### src/rtl/m2_block_scheduler.sv
// m2_block_scheduler
// Frame-level sequencer for the milestone 2 IDCT decode. Walks the 8x8 block
// index through the Y, U and V segments and overlaps the four per-block
// engines: FS (fetch S'), CT (compute T), CS (compute S) and WS (write S).
// Owns the single SRAM port and hands it to FS (reads) or WS (writes).
//
// Ports
//   CLOCK_50_I          clock, rising edge
//   Reset               synchronous, active-high reset
//   M2_start            1-cycle frame start pulse (accepted in S_IDLE/S_DONE)
//   M2_done             level, high in S_DONE
//   *_start / *_done    start pulses to / done pulses from FS, CT, CS, WS
//   block_index         block CT/CS work on (FS: +1, WS: -1)
//   segment             0 = Y, 1 = U, 2 = V
//   FS_SRAM_*, WS_SRAM_* engine-side SRAM requests
//   SRAM_*              muxed SRAM port
//
// state     | meaning
// ----------+-------------------------------------------------------
// S_IDLE    | waiting for M2_start
// S_LEAD_FS | FS fetches block 0 (pipeline fill)
// S_MEGA_A  | CT(k), plus WS(k-1) when k > 0
// S_MEGA_B  | CS(k), plus FS(k+1) when k is not the last block
// S_LEAD_WS | WS writes the last block (pipeline drain)
// S_DONE    | frame complete, M2_done high

module m2_block_scheduler #(
    parameter int NUM_BLOCKS = 2400,
    parameter int Y_BLOCKS   = 1200,
    parameter int U_BLOCKS   = 600
) (
    input  logic        CLOCK_50_I,
    input  logic        Reset,
    input  logic        M2_start,
    output logic        M2_done,
    output logic        FS_start,
    output logic        CT_start,
    output logic        CS_start,
    output logic        WS_start,
    input  logic        FS_done,
    input  logic        CT_done,
    input  logic        CS_done,
    input  logic        WS_done,
    output logic [11:0] block_index,
    output logic [1:0]  segment,
    input  logic [17:0] FS_SRAM_address,
    input  logic [17:0] WS_SRAM_address,
    input  logic [15:0] WS_SRAM_write_data,
    input  logic        WS_SRAM_we_n,
    output logic [17:0] SRAM_address,
    output logic [15:0] SRAM_write_data,
    output logic        SRAM_we_n
);

    localparam logic [11:0] LAST_IDX = 12'(NUM_BLOCKS - 1);
    localparam logic [11:0] Y_END    = 12'(Y_BLOCKS);
    localparam logic [11:0] UV_END   = 12'(Y_BLOCKS + U_BLOCKS);

    typedef enum logic [2:0] {
        S_IDLE,
        S_LEAD_FS,
        S_MEGA_A,
        S_MEGA_B,
        S_LEAD_WS,
        S_DONE
    } state_t;

    state_t state;

    logic fs_flag, ct_flag, cs_flag, ws_flag;
    logic fs_run, ct_run, cs_run, ws_run;
    logic not_first, not_last;
    logic all_done, advance;

    assign not_first = (block_index != 12'd0);
    assign not_last  = (block_index < LAST_IDX);

    // Engines started in the current state; anything else counts as done
    // and its done pulse is ignored.
    always_comb begin
        fs_run = 1'b0;
        ct_run = 1'b0;
        cs_run = 1'b0;
        ws_run = 1'b0;
        case (state)
            S_LEAD_FS: fs_run = 1'b1;
            S_MEGA_A: begin
                ct_run = 1'b1;
                ws_run = not_first;
            end
            S_MEGA_B: begin
                cs_run = 1'b1;
                fs_run = not_last;
            end
            S_LEAD_WS: ws_run = 1'b1;
            default: ;
        endcase
    end

    // A done pulse on the final cycle counts without waiting for its flag.
    assign all_done = (!fs_run || fs_flag || FS_done) &&
                      (!ct_run || ct_flag || CT_done) &&
                      (!cs_run || cs_flag || CS_done) &&
                      (!ws_run || ws_flag || WS_done);

    always_comb begin
        case (state)
            S_IDLE, S_DONE: advance = M2_start;
            S_LEAD_FS, S_MEGA_A, S_MEGA_B, S_LEAD_WS: advance = all_done;
            default: advance = 1'b1;
        endcase
    end

    always_ff @(posedge CLOCK_50_I) begin
        if (Reset) begin
            state       <= S_IDLE;
            M2_done     <= 1'b0;
            FS_start    <= 1'b0;
            CT_start    <= 1'b0;
            CS_start    <= 1'b0;
            WS_start    <= 1'b0;
            block_index <= 12'd0;
            fs_flag     <= 1'b0;
            ct_flag     <= 1'b0;
            cs_flag     <= 1'b0;
            ws_flag     <= 1'b0;
        end else begin
            FS_start <= 1'b0;
            CT_start <= 1'b0;
            CS_start <= 1'b0;
            WS_start <= 1'b0;

            if (advance) begin
                fs_flag <= 1'b0;
                ct_flag <= 1'b0;
                cs_flag <= 1'b0;
                ws_flag <= 1'b0;
            end else begin
                if (fs_run && FS_done) fs_flag <= 1'b1;
                if (ct_run && CT_done) ct_flag <= 1'b1;
                if (cs_run && CS_done) cs_flag <= 1'b1;
                if (ws_run && WS_done) ws_flag <= 1'b1;
            end

            if (advance) begin
                case (state)
                    S_IDLE, S_DONE: begin
                        state       <= S_LEAD_FS;
                        block_index <= 12'd0;
                        M2_done     <= 1'b0;
                        FS_start    <= 1'b1;
                    end
                    S_LEAD_FS: begin
                        // block 0: nothing to write back yet
                        state    <= S_MEGA_A;
                        CT_start <= 1'b1;
                    end
                    S_MEGA_A: begin
                        state    <= S_MEGA_B;
                        CS_start <= 1'b1;
                        FS_start <= not_last;
                    end
                    S_MEGA_B: begin
                        if (not_last) begin
                            state       <= S_MEGA_A;
                            block_index <= block_index + 12'd1;
                            CT_start    <= 1'b1;
                            WS_start    <= 1'b1;
                        end else begin
                            state    <= S_LEAD_WS;
                            WS_start <= 1'b1;
                        end
                    end
                    S_LEAD_WS: begin
                        state   <= S_DONE;
                        M2_done <= 1'b1;
                    end
                    default: state <= S_IDLE;
                endcase
            end
        end
    end

    // FS and WS never run in the same state, so ownership is exclusive.
    always_comb begin
        SRAM_address    = 18'd0;
        SRAM_write_data = 16'd0;
        SRAM_we_n       = 1'b1;
        if (ws_run) begin
            SRAM_address    = WS_SRAM_address;
            SRAM_write_data = WS_SRAM_write_data;
            SRAM_we_n       = WS_SRAM_we_n;
        end else if (state == S_LEAD_FS || state == S_MEGA_B) begin
            SRAM_address = FS_SRAM_address;
        end
    end

    always_comb begin
        if (block_index < Y_END)       segment = 2'd0;
        else if (block_index < UV_END) segment = 2'd1;
        else                           segment = 2'd2;
    end

endmodule

### config.mk
export PLATFORM = sky130hd
export DESIGN_NAME = m2_block_scheduler
export DESIGN_NICKNAME = d
export VERILOG_FILES = /design/src/rtl/m2_block_scheduler.sv
export SDC_FILE = /design/constraint.sdc
export NUM_CORES = 1
export LEC_CHECK = 0
export BUFFER_PORTS_ARGS = -buffer_cell sky130_fd_sc_hd__buf_4
export CAP_MARGIN = 10
export CORE_ASPECT_RATIO = 1.2
export CORE_MARGIN = 4
export CORE_UTILIZATION = 42
export CTS_CLUSTER_DIAMETER = 30
export DETAILED_ROUTE_END_ITERATION = 12
export PLACE_DENSITY = 0.91
export SLEW_MARGIN = 40
export SYNTH_ARGS = -nofsm -noshare
export SYNTH_HDL_FRONTEND = slang
export SYNTH_SLANG_ARGS = --single-unit
export TNS_END_PERCENT = 50
### constraint.sdc
create_clock -name CLOCK_50_I -period 3.35 [get_ports CLOCK_50_I]
set_clock_uncertainty 0.2 [all_clocks]
set_input_delay 0.335 -clock CLOCK_50_I [delete_from_list [all_inputs] [get_ports CLOCK_50_I]]
set_output_delay 0.335 -clock CLOCK_50_I [all_outputs]
set_load 0.03 [all_outputs]
; Word level (Yosys, flattened, before mapping)
; Cells that the tools add are included.
[totals]
regBits = 24
[op_classes]
n_addsub = 1
magnitude_cmp = 3
n_eq_ne = 6
muxes = 19
bitwise = 1
reduce_logical = 30
[ops]
columns = operator, count
row1 = $mux 18, 2
row2 = $lt 12x11->1 const B, 2
row3 = $pmux 12 s2, 1
row4 = $mux 16, 1
row5 = $pmux 3 s5, 1
row6 = $add 12x1->12 const B, 1
row7 = $lt 12x12->1 const B, 1
row8 = $mux 12, 1
row9 = $pmux 1 s2, 6
row10 = $reduce_bool 12->1, 1
row11 = $logic_or 1x1->1, 9
row12 = $logic_and 1x1->1, 7
row13 = $eq 3x2->1 const B, 2
row14 = $eq 3x3->1 const B, 2
row15 = $reduce_or 2->1, 3
row16 = $logic_not 1->1, 4
row17 = $mux 1, 4
row18 = $mux 2, 2
row19 = $reduce_bool 2->1, 2
row20 = $reduce_or 4->1, 1
row21 = $eq 3x1->1 const B, 1
row22 = $logic_not 3->1, 1
row23 = $mux 3, 1
row24 = $reduce_and 3->1, 1
row25 = 3 further kinds, 3

; Logic depth before layout (Yosys ltp)
[depth]
depth_word = 11
depth_mapped = 10
ltp_nobuf = 8

; Least setup slack after synthesis
; Ideal clock, no wire load.
[synth_path]
path_kind = reg2out
from = reg block_index[0]
to = out SRAM_address[10]
arrival_time_ns = 2.205
t_required_ns = 2.815
path_slack_ns = 0.610
stages_incl_launch_ff = 9
n_path_buf = 1
path_cell_list = dfxtp_1 > inv_1 > ha_1 > nor4b_1 > nand4b_1 > nand2_1 > a21oi_1 > clkbuf_1 > a22o_1
[synth_via]
elab_chain_len = 3
[synth_rtl]
columns = item, line_no
row1 = "start, declared", 44  ; output logic [11:0] block_index,
row2 = "start signal, assigned", 166  ; block_index <= block_index + 12'd1;
row3 = $reduce_bool 12->1, 75  ; assign not_first = (block_index != 12'd0);
row4 = $pmux 1 s2, 85  ; case (state)
row5 = $mux 18, 189  ; if (ws_run) begin
row6 = "end, declared", 50  ; output logic [17:0] SRAM_address,
; No other way between the ends.

; Final worst setup path
[layout_path]
from = reg state[0]
to = reg state[0]
[layout_via]
elab_chain_len = 9
[layout_rtl]
columns = item, line_no
row1 = "start, declared", 68  ; state_t state;
row2 = "start signal, assigned", 116  ; state <= S_IDLE;
row3 = "start signal, assigned", 148  ; state <= S_LEAD_FS;
row4 = "start signal, assigned", 155  ; state <= S_MEGA_A;
row5 = $eq 3x2->1 / $eq 3x1->1 (equally long branches), "85, 107, 146"
row6 = $pmux 1 s2 / $mux 1 (equally long branches), 85
row7 = "$logic_not 1->1, on equally long branches", "101, 102"
row8 = "$logic_or 1x1->1, on equally long branches (2 in a row)", "101, 102"
row9 = $logic_and 1x1->1, 101  ; assign all_done = (!fs_run || fs_flag || FS_done) &&
row10 = $logic_and 1x1->1, 102  ; (!ct_run || ct_flag || CT_done) &&
row11 = $logic_and 1x1->1, 103  ; (!cs_run || cs_flag || CS_done) &&
row12 = $pmux 1 s2, 107  ; case (state)
; Several ways; a longest one is shown, not always the timed one.
; A chain may end at the register's enable or synchronous reset.

==> impl_metrics.env <==
export IMPL_status="finished, final reports clean"
export IMPL_timing_fmax_mhz=334.7
export IMPL_timing_critical_path_slowest_stage_cell="nor3_1"
export IMPL_design_power_total_uw=1383
export IMPL_critical_path_reg2reg_startpoint="state[0]"
export IMPL_critical_path_top_delay_family="simple AND/OR/NAND/NOR gates"
export IMPL_top_level_ports=114
export IMPL_via_count_of_the_first_global_routing_pass=1974
export IMPL_crit_path_max_fanout=24
export IMPL_drt_pass1_iterations=7
export IMPL_setup_viol=0
export IMPL_htree_num_levels=1
export IMPL_post_drt_via_cell_ratio=5.534
export IMPL_layout_drive_gt1_share_pct=39.94
export IMPL_initial_core_util_pct=44.52
export IMPL_max_incr_delay_on_cp_ns=0.63
export IMPL_postCtsSetupRepairBufs=0
export IMPL_clkSlewWorstSetupHoldPaths_ns=0.08
export IMPL_hpwlAfterDp_mm=4.624
export IMPL_fp_dieH_um=76.82
export IMPL_cts_buffers_inserted=3
export IMPL_timing_worst_slew_pin_value_ns=0.7191
export IMPL_grt_setup_unrepaired="false"
export IMPL_synth_seq_cells=24
export IMPL_fill_count=324
export IMPL_crit_type="reg -> reg"
export IMPL_leakagePower_uw=0.001140
export IMPL_synth_seq_area_share_pct=28.98
export IMPL_detail_route_antenna_nets=0
export IMPL_worst_setup_path_startpoint="state[0]"
export IMPL_syn_area_um2=1658
export IMPL_critical_path_cell_by_cell="nor2b_1 -> o21ai_0 -> and3_1 -> o22a_1 -> nor3_1 -> a311oi_1"
export IMPL_synthesis_instances=211
export IMPL_mappedNetlistNets=273
export IMPL_yosys_top_cells_area="dfxtp_1, a22o_1, and2_1"
export IMPL_drv_max_cap_violation_count=0
export IMPL_postSynthAreaPerCell_um2=7.857
export IMPL_crit_path_time_final_ns=2.988
export IMPL_clk_latency_ns=0.26
export IMPL_die_area_um2=5020
export IMPL_hold_class="in -> reg"
export IMPL_detailroute_via_count=2020
export IMPL_final_period_utilization_pct=89.20
export IMPL_die_w_um=65.35
export IMPL_power_density_nw_per_um2=540.7
export IMPL_path_buf_inv=0
export IMPL_drt_wirelength_per_cell_um=15.68
export IMPL_worst_slew_slack_as_a_fraction_of_its_limit_pct=52.06
export IMPL_post_cts_resize_count=0
export IMPL_root_buffer="clkbuf_8"
export IMPL_clock_sinks=24
export IMPL_drt_iter0_drc=156
export IMPL_yosys_area_top_type="dfxtp_1"
export IMPL_worst_ep_arrival_time_ns=2.91
export IMPL_antenna_found_initial=0
export IMPL_endpoint_kind="flop"
export IMPL_ir_worst_vdd_uv=346.9
export IMPL_area_delta_synth_final_pct=54.34
export IMPL_finalHoldViolCount=0
export IMPL_remaining_drc_errors=0
export IMPL_grt_first_pass_wirelength_mm=9.039
export IMPL_synth_top_area_share_pct=28.98
export IMPL_synth_warnings=0
export IMPL_maximum_number_of_pins_on_one_net_before_global_route_repair=37
export IMPL_grt_total_usage_pct=22.45
export IMPL_most_common_layout_cells="buf_4, dfxtp_1, a21oi_1"
export IMPL_cp_start_kind="flop"
export IMPL_timing_hold_worst_start="Reset"
export IMPL_timing_max_transition_violations_final=0
export IMPL_data_required_time_at_the_worst_endpoint_ns=3.28
export IMPL_clock_tree_buffer_depth=2
export IMPL_post_synth_num_cell_types=41
export IMPL_number_of_buffers_added_to_fix_hold_violations_after_cts=0
export IMPL_cts_tree="built"
export IMPL_layout_cells_most_common="buf_4"
export IMPL_antennaDiodeCount=0
export IMPL_finalWirelength_mm=5.724
export IMPL_grt_overflow=0
export IMPL_finalSetupTns_ns=0
export IMPL_port_buffers=113
export IMPL_core_area_um2=3724
export IMPL_num_rows=24
export IMPL_design_final_nets=377
export IMPL_place_gp_congestion=0.9212
==> report_power, final <==
part	total [uW]	internal, uW	switching (uW)
sequential	359	315	44.3
combinational	861	316	545
clock	163	80.3	83.1
total	1380	711	672
==> per-layer routing <==
layer,GRT usage [%],vias to the layer above,routed length (um),share of wire [%]
li1,-,995,-,-
met1,25.25,902,2109,37
met2,39.92,118,2893,51
met3,8.333,5,670,12
met4,4.357,0,51,0.89
met5,0,-,0,0
==> Yosys cell counts, drive strengths merged <==
cell and count:
o22ai 1, inv 4, a311oi 1, nor3 9, or3 4, a31oi 5, and4 2, nor2b 6
nor3b 3, or4 7, nand3b 2, or4b 2, ha 2, nand2b 4, dfxtp 24, nor2 10
o21ai 7, a22o 18, a21o 2, o41ai 2, or2 1, nand2 11, nand4 1, o21bai 1
a21oi 21, and3 4, buf 8, a2bb2oi 1, o21a 1, nand3 5, nor4b 1, a21bo 1
and2 18, o31ai 8, clkbuf 9, o22a 1, nor4 2, nand4b 2
==> final timing paths <==
kind / slack (ns) / end / cells past startpoint
hold reg to reg: 0.30 / M2_done / 2
hold / removal: 0.15 / block_index[1] / 2
setup / recovery: 0.36 / state[0] / 6
setup reg to reg: 0.36 / state[0] / 6
==> sequential cells by signal (all words and copies together) (netlist names) <==
register     flops
state            3
ct_flag          1
FS_start         1
ws_flag          1
WS_start         1
CS_start         1
M2_done          1
cs_flag          1
block_index     12
fs_flag          1
CT_start         1
==> area by class of cell <==
cell class                      instances  area [um2]  share of cell area, %
Inverter                                4       15.01                 0.5868
Sequential cell                        24       480.5                  18.78
Multi-Input combinational cell        166        1086                  42.44
Clock buffer                            3       41.29                  1.614
Tap cell                               52       65.06                  2.543
Timing Repair Buffer                  116       870.8                  34.03
==> logic make-up (layout without fill, tap and decap cells) <==
group                      Yosys count  count (layout)  share of synthesized area (%)
and+or+nand+nor                     94              94                          34.87
adders and majority gates            2               2                          1.509
AOI/OAI and AO/OA                   70              70                          28.91
buffers and inverters               21             123                          5.735
DFF                                 24              24                          28.98
==> per-stage QoR <==
stage	std cells	hold slack, ns	setup slack (ns)	utilization, %	cell area (um2)
3_3_place_gp	362	0.2944	0.5345	67.61	2517
4_1_cts	365	0.1430	0.4143	68.72	2559
6_report	365	0.1476	0.3619	68.72	2559
3_5_place_dp	362	0.2947	0.4285	67.61	2517
2_1_floorplan	211	0.2071	0.6105	-	1658
5_1_grt	365	0.1538	0.1144	68.72	2559
Note: power is estimated with default switching activity, not from simulation.
